## src/rtl/memory_stage_pkg.sv

```systemverilog
// memory_stage_pkg: shared encodings for the memory stage
package memory_stage_pkg;
  localparam logic [1:0] IT_ALU   = 2'd0;
  localparam logic [1:0] IT_LOAD  = 2'd1;
  localparam logic [1:0] IT_STORE = 2'd2;
  localparam logic [2:0] F3_LB  = 3'b000;
  localparam logic [2:0] F3_LH  = 3'b001;
  localparam logic [2:0] F3_LW  = 3'b010;
  localparam logic [2:0] F3_LBU = 3'b100;
  localparam logic [2:0] F3_LHU = 3'b101;
  localparam logic [2:0] F3_SB  = 3'b000;
  localparam logic [2:0] F3_SH  = 3'b001;
  localparam logic [2:0] F3_SW  = 3'b010;
  typedef enum logic [1:0] {S_IDLE, S_REQ, S_WAIT} state_e;
endpackage

```

## src/rtl/memory_stage_align.sv

```systemverilog
// mem_align: fault check, load lane extract/extend, store byte enables and lane shift
module mem_align
  import memory_stage_pkg::*;
#(
  parameter int WORD_SIZE = 32
) (
  input  logic [2:0]           funct3_i,
  input  logic [1:0]           ofs_i,
  input  logic                 store_i,
  input  logic [WORD_SIZE-1:0] s2_i,
  input  logic [WORD_SIZE-1:0] rdata_i,
  output logic                 fault_o,
  output logic [3:0]           be_o,
  output logic [WORD_SIZE-1:0] wdata_o,
  output logic [WORD_SIZE-1:0] load_o
);
  logic                 undef_q_n;
  logic                 misal;
  logic [WORD_SIZE-1:0] sh;
  // funct3[1:0] encodes access size; shift by the byte lane for both directions
  always_comb begin
    undef_q_n = store_i ? !(funct3_i inside {F3_SB, F3_SH, F3_SW})
                        : !(funct3_i inside {F3_LB, F3_LH, F3_LW, F3_LBU, F3_LHU});
    misal = funct3_i[1:0] == 2'b01 ? ofs_i[0] : funct3_i[1:0] == 2'b10 ? |ofs_i : 1'b0;
    fault_o = undef_q_n | misal;
    be_o = (funct3_i[1:0] == 2'b00 ? 4'b0001 : funct3_i[1:0] == 2'b01 ? 4'b0011 : 4'b1111) << ofs_i;
    wdata_o = s2_i << {ofs_i, 3'b000};
    sh = rdata_i >> {ofs_i, 3'b000};
    load_o = funct3_i == F3_LB  ? {{(WORD_SIZE-8){sh[7]}}, sh[7:0]} :
             funct3_i == F3_LH  ? {{(WORD_SIZE-16){sh[15]}}, sh[15:0]} :
             funct3_i == F3_LBU ? {{(WORD_SIZE-8){1'b0}}, sh[7:0]} :
             funct3_i == F3_LHU ? {{(WORD_SIZE-16){1'b0}}, sh[15:0]} : sh;
  end
endmodule

```

## src/rtl/memory_stage.sv

```systemverilog
// memory_stage: M stage FSM driving the data cache handshake and the writeback register
module memory_stage
  import memory_stage_pkg::*;
#(
  parameter int WORD_SIZE       = 32,
  parameter int INSTR_TYPE_SZ   = 2,
  parameter int ROB_ENTRY_WIDTH = 4
) (
  input  logic                       clk,
  input  logic                       reset,
  input  logic [INSTR_TYPE_SZ-1:0]   instruction_type,
  input  logic [WORD_SIZE-1:0]       pc,
  input  logic [2:0]                 funct3,
  input  logic [WORD_SIZE-1:0]       aluResult,
  input  logic [WORD_SIZE-1:0]       s2,
  input  logic [ROB_ENTRY_WIDTH-1:0] rob_id,
  input  logic                       valid,
  output logic                       stall_out,
  output logic                       dc_req_valid,
  input  logic                       dc_req_ready,
  output logic                       dc_we,
  output logic [WORD_SIZE-1:0]       dc_addr,
  output logic [3:0]                 dc_be,
  output logic [WORD_SIZE-1:0]       dc_wdata,
  input  logic                       dc_resp_valid,
  input  logic [WORD_SIZE-1:0]       dc_resp_data,
  output logic                       wb_valid,
  output logic [WORD_SIZE-1:0]       wb_pc,
  output logic [WORD_SIZE-1:0]       wb_result,
  output logic [ROB_ENTRY_WIDTH-1:0] wb_rob_id,
  output logic                       wb_exception
);
  state_e                     state_q, state_d;
  logic                       is_load, is_store, is_mem, fault, go;
  logic [WORD_SIZE-1:0]       load_data;
  logic                       wb_valid_q, wb_valid_d, wb_exception_q, wb_exception_d;
  logic [WORD_SIZE-1:0]       wb_result_q, wb_result_d, wb_pc_q;
  logic [ROB_ENTRY_WIDTH-1:0] wb_rob_id_q;
  assign is_load  = instruction_type == INSTR_TYPE_SZ'(IT_LOAD);
  assign is_store = instruction_type == INSTR_TYPE_SZ'(IT_STORE);
  assign is_mem   = is_load | is_store;
  assign go       = valid & is_mem & ~fault;
  assign dc_we    = is_store;
  assign dc_addr  = {aluResult[WORD_SIZE-1:2], 2'b00};
  assign wb_valid     = wb_valid_q;
  assign wb_pc        = wb_pc_q;
  assign wb_result    = wb_result_q;
  assign wb_rob_id    = wb_rob_id_q;
  assign wb_exception = wb_exception_q;
  mem_align #(.WORD_SIZE(WORD_SIZE)) u_align (
    .funct3_i(funct3),
    .ofs_i   (aluResult[1:0]),
    .store_i (is_store),
    .s2_i    (s2),
    .rdata_i (dc_resp_data),
    .fault_o (fault),
    .be_o    (dc_be),
    .wdata_o (dc_wdata),
    .load_o  (load_data)
  );
  // Request fields come straight from the held EX/M register, so they stay stable while stalled
  always_comb begin
    state_d        = state_q;
    dc_req_valid   = 1'b0;
    stall_out      = 1'b0;
    wb_valid_d     = 1'b0;
    wb_exception_d = 1'b0;
    wb_result_d    = aluResult;
    if (state_q == S_IDLE) begin
      dc_req_valid   = go;
      stall_out      = go;
      wb_valid_d     = valid & ~go;
      wb_exception_d = is_mem & fault;
      if (go) state_d = dc_req_ready ? S_WAIT : S_REQ;
    end else if (state_q == S_REQ) begin
      dc_req_valid = 1'b1;
      stall_out    = 1'b1;
      if (dc_req_ready) state_d = S_WAIT;
    end else begin
      stall_out   = ~dc_resp_valid;
      wb_valid_d  = dc_resp_valid;
      wb_result_d = is_store ? '0 : load_data;
      if (dc_resp_valid) state_d = S_IDLE;
    end
    if (reset) begin
      dc_req_valid = 1'b0;
      stall_out    = 1'b0;
    end
  end
  // State and writeback record; pc/rob_id/result only move with a valid record
  always_ff @(posedge clk) begin
    if (reset) begin
      state_q        <= S_IDLE;
      wb_valid_q     <= 1'b0;
      wb_exception_q <= 1'b0;
      wb_result_q    <= '0;
      wb_pc_q        <= '0;
      wb_rob_id_q    <= '0;
    end else begin
      state_q        <= state_d;
      wb_valid_q     <= wb_valid_d;
      wb_exception_q <= wb_valid_d & wb_exception_d;
      if (wb_valid_d) begin
        wb_result_q <= wb_result_d;
        wb_pc_q     <= pc;
        wb_rob_id_q <= rob_id;
      end
    end
  end
endmodule

```

## config.mk

```make
export PLATFORM = sky130hd
export DESIGN_NAME = memory_stage
export DESIGN_NICKNAME = d
export VERILOG_FILES = /design/src/rtl/memory_stage_pkg.sv /design/src/rtl/memory_stage_align.sv /design/src/rtl/memory_stage.sv
export SDC_FILE = /design/constraint.sdc
export NUM_CORES = 1
export LEC_CHECK = 0
export ABC_AREA = 1
export BUFFER_PORTS_ARGS = -buffer_cell sky130_fd_sc_hd__buf_2
export CORE_MARGIN = 2
export CORE_UTILIZATION = 42
export CTS_CLUSTER_DIAMETER = 150
export DETAILED_ROUTE_END_ITERATION = 8
export GPL_TIMING_DRIVEN = 0
export PLACE_DENSITY = 0.78
export SLEW_MARGIN = 20
export SYNTH_ARGS = -nofsm -noshare
export SYNTH_HDL_FRONTEND = slang
export SYNTH_HIERARCHICAL = 1
export SYNTH_SLANG_ARGS = --single-unit
export TNS_END_PERCENT = 50
```

## constraint.sdc

```tcl
create_clock -name clk -period 1.8 [get_ports clk]
set_input_delay 0.36 -clock clk [delete_from_list [all_inputs] [get_ports clk]]
set_output_delay 0.36 -clock clk [all_outputs]
set_load 0.005 [all_outputs]
```

**Yosys cells after proc, flatten, opt, wreduce, memory -nomap -nowiden**

Index checks and enable logic that the tools add are counted.

- Bits in registers: 72
- Output and inout port bits: 141

- Equality and inequality tests: 11
- Shifts and indexed selects: 3
- Muxes and demuxes: 27
- Bitwise logic cells: 10
- Reduce and logical (&&, ||, !) cells: 10

Operator list:

| kind | number |
|---|---|
| 2-to-1 mux 32 bit | 7 |
| left shift 32 x 5 -> 32 bit | 1 |
| right shift 32 x 5 -> 32 bit | 1 |
| 2-to-1 mux 1 bit | 12 |
| 2-to-1 mux 2 bit | 6 |
| 2-to-1 mux 4 bit | 2 |
| equality test 2 x 1 -> 1 bit, second input constant | 3 |
| equality test 3 bit, second input constant | 2 |
| nonzero test 3 bit | 2 |
| bitwise AND 1 bit | 5 |
| nonzero test 5 bit | 1 |
| equality test 2 bit, second input constant | 2 |
| zero test 2 bit | 2 |
| left shift 4 x 2 -> 4 bit | 1 |
| equality test 3 x 1 -> 1 bit, second input constant | 1 |
| equality test 3 x 2 -> 1 bit, second input constant | 1 |
| zero test 3 bit | 1 |
| inequality test 3 bit, second input constant | 1 |
| inverter 1 bit | 3 |
| AND reduction 3 bit | 1 |
| zero test 1 bit | 2 |
| inequality test 2 bit, second input constant | 1 |
| bitwise OR 1 bit | 2 |
| OR reduction 2 bit | 1 |

**Longest topological paths before layout**

- Word-level depth: 11
- Gate-level depth with buffers: 16
- Gate-level depth less buffers: 14

**Hierarchy**

Netlist, hierarchy kept.

Modules (own cells, without submodules):

| module | times used | cells an instance | area each (um2) | seq. area each (um2) |
|---|---|---|---|---|
| memory_stage | 1 | 607 | 3833.7 | 1441.4 |
| mem_align | 1 | 319 | 1507.7 | 0.0 |

**Least setup slack after synthesis**

OpenSTA, ideal clock, no wires.

- Path type: input to register
- From: input aluResult[0]
- To: register wb_pc_q[25] (netlist: wb_pc[25])
- Library setup time: 64 ps
- Arrival time: 1869 ps
- Required time: 1736 ps
- Slack: -133 ps
- Cell stages on the path: 13
- Path buffers: 4
- Cell sequence: buf_6 buf_6 nor2_1 inv_2 nor3_1 o21ai_0 o21ai_2 nor2_4 nor2_4 buf_6 buf_6 nor2_1 nor2_1

- Cells in the longest elaborated chain, start to end: 9

Ends and longest elaborated chain:

| element | line | source |
|---|---|---|
| start: declaration | memory_stage.sv:14 | `input logic [WORD_SIZE-1:0] aluResult,` |
| OR reduction 2 bit | memory_stage_align.sv:24 | `misal = funct3_i[1:0] == 2'b01 ? ofs_i[0] : funct3_i[1:0] == 2'b10 ? \|ofs_i : 1'b0;` |
| 2-to-1 mux 1 bit | memory_stage_align.sv:24 |  |
| 2-to-1 mux 1 bit * | memory_stage_align.sv:24 |  |
| bitwise OR 1 bit * | memory_stage_align.sv:25 | `fault_o = undef_q_n \| misal;` |
| via fault | memory_stage.sv:34 | `logic is_load, is_store, is_mem, fault, go;` |
| inverter 1 bit * | memory_stage.sv:42 | `assign go = valid & is_mem & ~fault;` |
| bitwise AND 1 bit * | memory_stage.sv:42 |  |
| inverter 1 bit * | memory_stage.sv:72 | `wb_valid_d = valid & ~go;` |
| bitwise AND 1 bit * | memory_stage.sv:72 |  |
| 2-to-1 mux 1 bit * | memory_stage.sv:69 | `if (state_q == S_IDLE) begin` |
| end signal: assignment | memory_stage.sv:105 | `wb_pc_q <= pc;` |
| end: declaration | memory_stage.sv:37 | `logic [WORD_SIZE-1:0] wb_result_q, wb_result_d, wb_pc_q;` |

The timed path passes the listed nets; every way through them passes the cells marked *.
A chain may end at the register's enable or synchronous reset.

**Worst setup path after layout**

- From: input aluResult[0]
- To: output stall_out

- Cells in the longest elaborated chain, start to end: 8

Ends and longest elaborated chain:

| element | line | source |
|---|---|---|
| OR reduction 2 bit | memory_stage_align.sv:24 |  |
| 2-to-1 mux 1 bit | memory_stage_align.sv:24 |  |
| 2-to-1 mux 1 bit * | memory_stage_align.sv:24 |  |
| bitwise OR 1 bit * | memory_stage_align.sv:25 |  |
| via fault | memory_stage.sv:34 |  |
| inverter 1 bit * | memory_stage.sv:42 |  |
| bitwise AND 1 bit * | memory_stage.sv:42 |  |
| 2-to-1 mux 1 bit * | memory_stage.sv:69 |  |
| 2-to-1 mux 1 bit * | memory_stage.sv:85 | `if (reset) begin` |
| end: declaration | memory_stage.sv:18 | `output logic stall_out,` |

Marks and branches as above.

==> run summary <==
The flow ran to the end, but the final reports show violations. The pin count of the biggest net entering global routing is 13, and the relative contribution of sequential cells to total power is 0.342. Buffers inserted to repair hold after CTS numbered 0. The routed layout has 6592 vias. For this run, the post-layout net count is 1373. For the number of violations of the max-capacitance limit, the log shows 0. TritonCTS built the clock tree. Internal power comes to 3.70 mW. For flop-to-flop paths, the worst setup slack is 0.39 ns. The final weighted congestion in routability-driven placement is 0.941. The number of global-route vias before repair was 5864; the clock tree buffer depth was 2.

CTS saw 72 sinks. After detailed routing, the met3 layer carries 1.26 mm of wire. After global routing the overflow that remains totals 0. The logs give 0 for the final count of pins violating max slew and 0 for the number of remaining DRC errors.

Counting every instance in the synthesized netlist gives 926. The power per cell area works out to 729 mW/mm^2. The floorplan step defined a die boundary enclosing 0.0136 sq mm. The count of standard-cell rows came out at 41. For the first-pass detailed-route iteration total, the log shows 5. The type of the worst setup path was in2out. For the number of antenna violations at the first check in global routing, the log shows 1.

Subtracting the final worst setup slack from the clock period gives 1.89 ns. The largest clock skew in the final design is 0.00774 ns, and the count of endpoints failing hold in the final timing report is 0. The combined buffer and inverter count along the critical path works out to 4.

Setup repair after global routing could not meet its margin everywhere. Data on the critical path is required at its endpoint by 1.44 ns. The tools report the worst-case headroom to the max-slew limit as 0.640.

During synthesis, Yosys emitted a total of 6 warnings. The run gives 0.264 as the overall fraction of global-route tracks in use. Along the worst path, the maximum fanout reaches 3. For this block, the initial DRC count from the detailed router was 493. The area share of the largest cell type after synthesis came out at 0.270. The highest signal layer in the routed design was met4. After synthesis, the cell types taking the most area are dfxtp_1 (27%), nand2_1 (20%), nor2_1 (12%).

The critical path goes through buf_12 > buf_8 > nor2_4 > inv_4 > nor3_4 > o21ai_2 > nand3b_1 > nand2_2 > nand2_1 > nor2_1 > buf_2. In the routed layout, each cell is associated on average with a via count of 4.69. The placeable core region was 0.0125 sq mm; the fraction of layout cells with a size suffix above 1 was 0.347.

The die boundary width works out to 117 um. Summed over all instances, the cell type with the most area after synthesis is dfxtp_1. At the pin with the least slew margin, the transition time is 0.540 ns.

Clock tree synthesis inserted a total of 9 buffers. The synthesized netlist contains 31 unique library cells. In this run the worst hold path is classified as in2reg. The largest voltage drop on the vdd net was 0.598 mV. For this run, the slowest stage of the critical path takes 0.20 ns. Cell area after layout: 0.00750 sq mm. The detail route stage leaves a number of antenna-violating nets equal to 0. The total wire length is 18.6 mm. The kind of cell with the highest combined delay along the critical path is simple AND/OR/NAND/NOR gates. The HPWL after detailed placement is 14.5 mm. The number of H-tree branching levels came out at 3.

The checks that failed: setup timing. In the final routed layout, each cell accounts on average for 13.2 um. The highest-delay cell along the critical path was nand3b_1. The portion of total power attributed to the clock network is 0.327.

The port buffer count is 280. STA classifies the critical path startpoint as an input pin. The initial cell density of the core was 0.427; the worst endpoint data arrival time was 1.53 ns. After detailed placement, the total cell area comes to 0.00697 sq mm. Share of synthesized area occupied by flip-flops and latches: 0.270. The worst setup path is captured at an output pin. Layout overhead on the synthesized area: 40.5%. The die is 117 um tall.

After synthesis the netlist holds a flip-flop and latch count of 72. After clock tree synthesis, the clock-pin slew on the worst setup and hold paths is 0.06 ns. The final critical-path share of the clock period was 1.05. The logs give 4.53 nW for the standby leakage power and 28.2 mm for the first-pass GRT wire length.

Clock latency on the worst-skew pair, taken at its later pin, is 0.34 ns. Timing would allow up to 530 MHz. The net switching power came out at 1.77 mW. The detailed router put a total of 7.88 mm of wire on met1. On the final layout, the worst hold slack is 0.221 ns. The combinational fraction of design power came out at 0.330. Setup violations remaining at the end of the flow were counted as 4.

The net switching fraction of the power is 0.323, and the synthesized area per cell is 5.77 sq um. Summed over all nets, wire length on met2 after detailed routing comes to 9.05 mm. For the post-synth design cell area, the log shows 0.00534 sq mm. The run gives 283 as the top-level I/O count. The tree is rooted in a clkbuf_16. The smallest setup slack after layout came out at -0.0871 ns.
-- synthesized netlist by cell type (all sizes together) --
| cell | number |
|---|---|
| nand2 | 294 |
| nor2 | 182 |
| inv | 102 |
| nand3 | 99 |
| buf | 82 |
| dfxtp | 72 |
| a21oi | 29 |
| o21ai | 25 |
| clkbuf | 10 |
| a22oi | 9 |
| o22ai | 7 |
| o211ai | 6 |
| clkinv | 2 |
| nor3 | 2 |
| conb | 1 |
| ha | 1 |
| nand3b | 1 |
| o21bai | 1 |
| o32ai | 1 |
-- metal layers --
layer	vias up	GRT usage
met5	-	0
met4	0	0.0737
met3	32	0.0582
met2	242	0.456
met1	2892	0.331
li1	3426	-
-- timing repair --
item | in CTS | in global routing
buffers inserted | 8 | 5
resized for setup | 24 | 30
pin swaps | 5 | 5
endpoints found under the setup margin | 80 | 71
cloned | 0 | 0
-- stage by stage --
step / instances / TNS, ns / setup slack, ns / total power [mW] / util
6_report: 1407 / -0.154 / -0.0871 / 5.47 / 0.599
4_1_cts: 1401 / -0.304 / -0.161 / 5.46 / 0.590
3_3_place_gp: 1379 / -26.47 / -0.396 / 3.61 / 0.557
5_1_grt: 1406 / -3.77 / -0.161 / 5.81 / 0.599
3_5_place_dp: 1379 / -27.59 / -0.426 / 3.63 / 0.557
2_1_floorplan: 927 / -0.171 / -0.00904 / 2.94 / -
-- layout make-up --
cell class / instances / area (sq um)
inverter: 104 / 400
clock inverter: 4 / 55.1
clock buffer: 11 / 243
timing repair buffer: 293 / 1520
sequential: 72 / 1440
antenna: 1 / 2.50
fill: 1319 / 5010
buffer: 91 / 681
multi-input combinational: 659 / 2950
tap: 172 / 215
-- registers in the layout, summed over array words and instances (netlist names) --
register / cells
wb_rob_id: 4
state_q: 2
wb_valid: 1
wb_result: 32
wb_exception: 1
wb_pc: 32
-- power by group through the flow --
stage                     combinational (mW)  sequential [mW]  clock, mW
after floorplan                         1.01             1.93          0
after global placement                  1.71             1.90          0
after detailed placement                1.73             1.90          0
after CTS                               1.77             1.87       1.82
after global routing                    2.04             1.89       1.89
final                                   1.81             1.87       1.79
-- cell families (layout without fill, tap and decap cells) --
family / after synthesis / count (layout) / share of synthesized area
buffers and inverters: 196 / 503 / 0.190
adder cells (fa/ha/maj): 1 / 1 / 0.00234
AND/OR/NAND/NOR: 578 / 578 / 0.448
AO/OA/AOI/OAI: 78 / 78 / 0.0892
flip-flops: 72 / 72 / 0.270
other: 1 / 3 / 0.000702
-- placed cells by master, fill, tap and decap left out, types with 2 or more instances in the layout --
cell,n
buf_2,293
nand2_1,290
nor2_1,173
nand3_1,97
inv_1,90
dfxtp_1,72
buf_4,52
a21oi_1,26
buf_6,19
o21ai_0,12
inv_2,11
clkbuf_1,10
clkbuf_16,9
a22oi_1,9
o21ai_1,7
o22ai_1,7
o21ai_2,6
nor2_4,6
o211ai_1,6
clkbuf_4,4
clkinvlp_4,3
buf_1,3
nand2_4,3
nand3_2,2
conb_1,2
clkinv_4,2
nor2_2,2
buf_8,2
a21oi_2,2
-- path summary, 6_finish.rpt --
path	from	endpoint	cells after the start
worst max register to register	state_q[1]$_SDFFE_PP0P_	wb_result[25]$_SDFFE_PP0P_	8
worst min-delay path	reset	wb_exception$_SDFF_PP0_	2
worst max-delay path	aluResult[0]	stall_out	11
worst min register to register	wb_result[23]$_SDFFE_PP0P_	wb_result[23]$_SDFFE_PP0P_	2
No activity file was read; power rests on OpenSTA's default activity.
